<file path="config.mk">
export PLATFORM = sky130hd
export DESIGN_NAME = layer_sequencer
export DESIGN_NICKNAME = d
export VERILOG_FILES = /design/src/rtl/layer_sequencer.sv
export SDC_FILE = /design/constraint.sdc
export NUM_CORES = 1
export LEC_CHECK = 0
export BUFFER_PORTS_ARGS = -buffer_cell sky130_fd_sc_hd__buf_2
export CORE_ASPECT_RATIO = 1.75
export CORE_UTILIZATION = 25
export DETAILED_ROUTE_END_ITERATION = 10
export PLACE_DENSITY_LB_ADDON = 0.2
export SLEW_MARGIN = 10
export SYNTH_ARGS = -nofsm -noshare
export SYNTH_HDL_FRONTEND = slang
export SYNTH_SLANG_ARGS = --single-unit
export TNS_END_PERCENT = 100
</file>
<file path="constraint.sdc">
create_clock -name clk -period 2.96 [get_ports clk]
set_input_delay 0.296 -clock clk [delete_from_list [all_inputs] [get_ports clk]]
set_output_delay 0.296 -clock clk [all_outputs]
set_load 0.1 [all_outputs]
</file>
<file path="src/rtl/layer_sequencer.sv">
// Layer sequencer: walks the per-layer descriptor table, drives the shared cfg bus
// and launches one engine per layer, reporting progress, completion and errors.
module layer_sequencer #(
  parameter int ADDR_W  = 32,
  parameter int DIM_W   = 16,
  parameter int NUM_ENG = 4,
  parameter int ENG_W   = 2,
  parameter int LAYER_W = 8,
  parameter int TMO_W   = 24
) (
  input  logic               clk,
  input  logic               rst_n,
  input  logic               start,
  input  logic               abort,
  input  logic [LAYER_W-1:0] cfg_num_layers,
  input  logic [TMO_W-1:0]   cfg_timeout,
  output logic               busy,
  output logic               done,
  output logic               error,
  output logic [2:0]         err_code,
  output logic [LAYER_W-1:0] cur_layer,
  output logic               desc_rd_en,
  output logic [LAYER_W-1:0] desc_rd_addr,
  input  logic [ENG_W-1:0]   desc_op,
  input  logic [DIM_W-1:0]   desc_in_h,
  input  logic [DIM_W-1:0]   desc_in_w,
  input  logic [DIM_W-1:0]   desc_in_c,
  input  logic [ADDR_W-1:0]  desc_in_base,
  input  logic [ADDR_W-1:0]  desc_out_base,
  output logic [NUM_ENG-1:0] eng_start,
  input  logic [NUM_ENG-1:0] eng_busy,
  input  logic [NUM_ENG-1:0] eng_done,
  output logic [DIM_W-1:0]   cfg_in_h,
  output logic [DIM_W-1:0]   cfg_in_w,
  output logic [DIM_W-1:0]   cfg_in_c,
  output logic [ADDR_W-1:0]  cfg_in_base,
  output logic [ADDR_W-1:0]  cfg_out_base
);

  localparam logic [3:0] S_IDLE  = 4'd0;
  localparam logic [3:0] S_FETCH = 4'd1;
  localparam logic [3:0] S_LATCH = 4'd2;
  localparam logic [3:0] S_CHECK = 4'd3;
  localparam logic [3:0] S_START = 4'd4;
  localparam logic [3:0] S_WAIT  = 4'd5;
  localparam logic [3:0] S_NEXT  = 4'd6;
  localparam logic [3:0] S_DONE  = 4'd7;
  localparam logic [3:0] S_ERR   = 4'd8;

  localparam logic [2:0] E_NONE     = 3'd0;
  localparam logic [2:0] E_BAD_OP   = 3'd1;
  localparam logic [2:0] E_TIMEOUT  = 3'd2;
  localparam logic [2:0] E_SPURIOUS = 3'd3;
  localparam logic [2:0] E_ABORT    = 3'd4;

  logic [3:0]         state;
  logic [LAYER_W-1:0] num_layers;
  logic [TMO_W-1:0]   tmo_limit;
  logic [TMO_W-1:0]   tmo_cnt;
  logic [ENG_W-1:0]   op;
  logic [NUM_ENG-1:0] op_mask;
  logic               op_done;
  logic               spurious;
  logic               tmo_hit;

  // An op beyond the engine bank shifts the bit out entirely, so an all-zero mask flags a bad op.
  assign op_mask  = NUM_ENG'(1) << op;
  assign op_done  = |(eng_done & op_mask);
  assign spurious = |(eng_done & ~op_mask);
  assign tmo_hit  = (tmo_limit != '0) && (tmo_cnt == tmo_limit);

  assign busy         = (state != S_IDLE);
  assign desc_rd_en   = (state == S_FETCH);
  assign desc_rd_addr = cur_layer;
  assign eng_start    = (state == S_START && !abort) ? op_mask : '0;

  always_ff @(posedge clk or negedge rst_n) begin
    if (!rst_n) begin
      state        <= S_IDLE;
      num_layers   <= '0;
      tmo_limit    <= '0;
      tmo_cnt      <= '0;
      op           <= '0;
      cur_layer    <= '0;
      done         <= 1'b0;
      error        <= 1'b0;
      err_code     <= E_NONE;
      cfg_in_h     <= '0;
      cfg_in_w     <= '0;
      cfg_in_c     <= '0;
      cfg_in_base  <= '0;
      cfg_out_base <= '0;
    end else begin
      done <= 1'b0;
      // Abort overrides everything once a sequence is running; S_ERR is already terminating.
      if (abort && state != S_IDLE && state != S_ERR) begin
        err_code <= E_ABORT;
        state    <= S_ERR;
      end else begin
        case (state)
          S_IDLE: begin
            if (start) begin
              num_layers <= cfg_num_layers;
              tmo_limit  <= cfg_timeout;
              cur_layer  <= '0;
              error      <= 1'b0;
              err_code   <= E_NONE;
              state      <= (cfg_num_layers == '0) ? S_DONE : S_FETCH;
            end
          end
          S_FETCH: state <= S_LATCH;
          S_LATCH: begin
            cfg_in_h     <= desc_in_h;
            cfg_in_w     <= desc_in_w;
            cfg_in_c     <= desc_in_c;
            cfg_in_base  <= desc_in_base;
            cfg_out_base <= desc_out_base;
            op           <= desc_op;
            state        <= S_CHECK;
          end
          S_CHECK: begin
            if (op_mask == '0) begin
              err_code <= E_BAD_OP;
              state    <= S_ERR;
            end else if (!(|(eng_busy & op_mask))) begin
              state <= S_START;
            end
          end
          S_START: begin
            tmo_cnt <= '0;
            if (spurious) begin
              err_code <= E_SPURIOUS;
              state    <= S_ERR;
            end else if (op_done) begin
              state <= S_NEXT;
            end else begin
              state <= S_WAIT;
            end
          end
          S_WAIT: begin
            if (spurious) begin
              err_code <= E_SPURIOUS;
              state    <= S_ERR;
            end else if (op_done) begin
              state <= S_NEXT;
            end else if (tmo_hit) begin
              err_code <= E_TIMEOUT;
              state    <= S_ERR;
            end else if (tmo_cnt != '1) begin
              tmo_cnt <= tmo_cnt + 1'b1;
            end
          end
          S_NEXT: begin
            if (cur_layer == num_layers - LAYER_W'(1)) begin
              state <= S_DONE;
            end else begin
              cur_layer <= cur_layer + 1'b1;
              state     <= S_FETCH;
            end
          end
          S_DONE: begin
            done  <= 1'b1;
            state <= S_IDLE;
          end
          S_ERR: begin
            error <= 1'b1;
            done  <= 1'b1;
            state <= S_IDLE;
          end
          default: state <= S_IDLE;
        endcase
      end
    end
  end

endmodule

</file>
==> key figures <==
Job
  • Max cap viols: 0

Place
  • PortBufs: 296
  • DP HPWL: 19900 um
  • Global placement routability congestion: 0.816

Timing
  • Slew headroom: 57.1%
  • Slew Limit Fails: 0
  • F_max: 0.360 GHz
  • Endpoints failing hold: 0
  • Worst Tran Pin Value: 643 ps
  • Final Hold Slack: 33.1 ps
  • Minimum clock period: 2780 ps
  • Final Skew: 18.7 ps
  • RSZ-0062 raised after global routing: no
  • Endpoints failing setup: 0
  • Aggregate negative setup slack: 0 ps
  • Tcrit/Tclk final: 93.9%

Setup path
  • Critical Path AT: 2480 ps
  • Slowest Stage Delay on Critical Path: 620 ps
  • R2R cell count: 6
  • WP data required: 2660 ps
  • CP endpoint kind: output port
  • Startpoint type of the worst setup path: flop
  • Critical path, cell by cell: nor2b_1 -> nand2_1 -> or2_2 -> nor3b_2 -> buf_4
  • Crit-path max FO: 18
  • Worst R2R Setup Slack: 450 ps
  • WS Path Type: reg2out
  • Crit path max-delay cell type: dfrtp_1

Detailed routing
  • Final wirelength: 26100 um
  • Via density per instance: 4.57
  • Initial drt markers: 275
  • ANT nets after route: 0
  • Wirelength per Cell: 17.0 um
  • DR DRC count: 0
  • Initial DRT Pass Iterations: 6
  • Vias: 7026

Synthesis
  • Syn Nets: 938
  • Top-area cell type share of the netlist area: 53.6%
  • Synth Flop Type: dfrtp_1
  • Most common cell in the netlist: dfrtp_1
  • Sequential share of the synthesized area: 53.6%
  • EDFF count, synth: 0
  • Synth top cells by count: dfrtp_1 (187), nand2_1 (126), mux2_2 (116)
  • Syn Inst Count: 777
  • Asr flop ratio synth: 100%
  • Syn Area/Cell: 11.2 sq um
  • Yosys warns: 0
  • Top cells by area, synth: dfrtp_1 (54%), mux2_2 (15%), nand2_1 (5.4%)
  • #FFs+latches synth: 187
  • Synthesized cell area: 8730 sq um
  • Synth area leader: dfrtp_1
  • Unique masters post-synth: 62

Clock network
  • Clock buffer depth: 2
  • CTS tree: built
  • CTS Buf Count: 17
  • Reg clk slew, reported paths: 80 ps
  • Worst-skew pair later-pin latency: 470 ps
  • H-tree Lvls: 4
  • TritonCTS Sinks: 187
  • Clk Tree Root Cell: clkbuf_16

Min path
  • Worst min-delay path class: in2reg
  • WHS Path Cells: 3

GRT
  • Vias in the first global route: 7163
  • First-pass GRT wire length: 39900 um
  • Initial antenna violation count: 1
  • GRT Total Usage: 14.9%
  • Grt total ovfl: 0
  • Pin count of the biggest net entering global routing: 93

Finish
  • Layout area overhead: 31.3%
  • Number of antenna diodes: 0
  • # nets final: 1224
  • Final Core Density: 33.3%
  • Share of post-route cells with drive strength above 1: 44.5%

Floorplanning
  • DIE AREA: 35700 sq um
  • # IOs: 297
  • Die Wd: 143 um
  • FP Rows: 90
  • Initial Utilization: 25.3%
  • Die Y-Extent: 249 um
  • Total core area: 34500 sq um

Outcome
  • Status: finished clean
==> layer usage <==
metal	up-vias	GRT usage (%)	share of wire (%)	wire length (um)
li1	3347	-	-	-
met1	3432	14.6	35	9160
met2	205	28.4	56	14800
met3	40	3.79	5.2	1360
met4	2	6.93	3.2	848
met5	-	0	0.031	8
==> final cells by class <==
cell class / instances / area (sq um)
flip-flops and latches: 187 / 4680
fillers: 3630 / 23000
multi-input cells: 524 / 3770
well taps: 460 / 576
inverters: 17 / 63.8
clock inverters: 15 / 201
repair buffers: 316 / 1740
clock buffers: 17 / 425
==> cells by family (layout without fill, tap and decap cells) <==
family	after synthesis	count (layout)	synth area share, %
AO/OA/AOI/OAI	96	96	7.71
XOR/XNOR	30	30	3.01
adder cells (fa/ha/maj)	3	3	0.430
buffers and inverters	66	365	3.45
flip-flops	187	187	53.6
multiplexers	127	127	16.4
AND/OR/NAND/NOR	268	268	15.4
==> placed cells by master (no fill, tap or decap), drive strengths merged, types with 4 or more instances in the layout <==
cell type	instances
buf	313
nor3b	7
nor2	20
o21ai	15
xor2	28
or4	16
nand2b	13
mux2	116
nand4	9
a31oi	5
o22ai	4
o31ai	17
a21oi	21
or3	6
clkinv	4
a211o	4
nand3	14
dfrtp	187
nand2	126
o211ai	5
and3	5
nor3	14
inv	28
nor4	22
mux2i	10
clkbuf	19
==> path summary, 6_finish.rpt <==
kind / from / to
worst min-delay path: cfg_timeout[22] / tmo_limit[22]$_DFFE_PN0P_
min in group asynchronous: rst_n / tmo_limit[17]$_DFFE_PN0P_
worst min register to register: cfg_in_w[10]$_DFFE_PN0P_ / cfg_in_w[10]$_DFFE_PN0P_
worst max-delay path: state[0]$_DFFE_PN0P_ / eng_start[1]
max in group asynchronous: rst_n / cfg_in_c[2]$_DFFE_PN0P_
worst max register to register: state[1]$_DFFE_PN0P_ / cur_layer[7]$_DFFE_PN0P_
==> through the flow <==
| step | instances | setup WS, ps | instance area (sq um) |
|---|---|---|---|
| floorplan | 777 | -36.3 | 8750 |
| global placement | 1503 | 449 | 10800 |
| detailed placement | 1503 | 455 | 10800 |
| CTS | 1536 | 43.6 | 11500 |
| global route | 1536 | 30.1 | 11500 |
| finish | 1536 | 179 | 11500 |
==> registers in the layout (all words and copies together), names as in the netlist <==
register      cells
cfg_in_base      32
cfg_in_c         16
cfg_in_h         16
cfg_in_w         16
cfg_out_base     32
cur_layer         8
done              1
err_code          3
error             1
num_layers        8
op                2
state             4
tmo_cnt          24
tmo_limit        24
==> critical path: cells and delay by family, from the launching register on <==
kind	cells	cell delay, ps
flops	1	620
simple gates	4	1080
buf+inv	1	320
==> what timing repair did <==
action                                  CTS  global route
gates resized for setup                   1             1
setup buffers                             0             0
endpoints found under the hold margin   132             0
endpoints found under the setup margin    1             1
hold buffers                              1             0
Power is not shown: default switching activity piles up to over one toggle a cycle in this logic, so the estimate is an artifact.
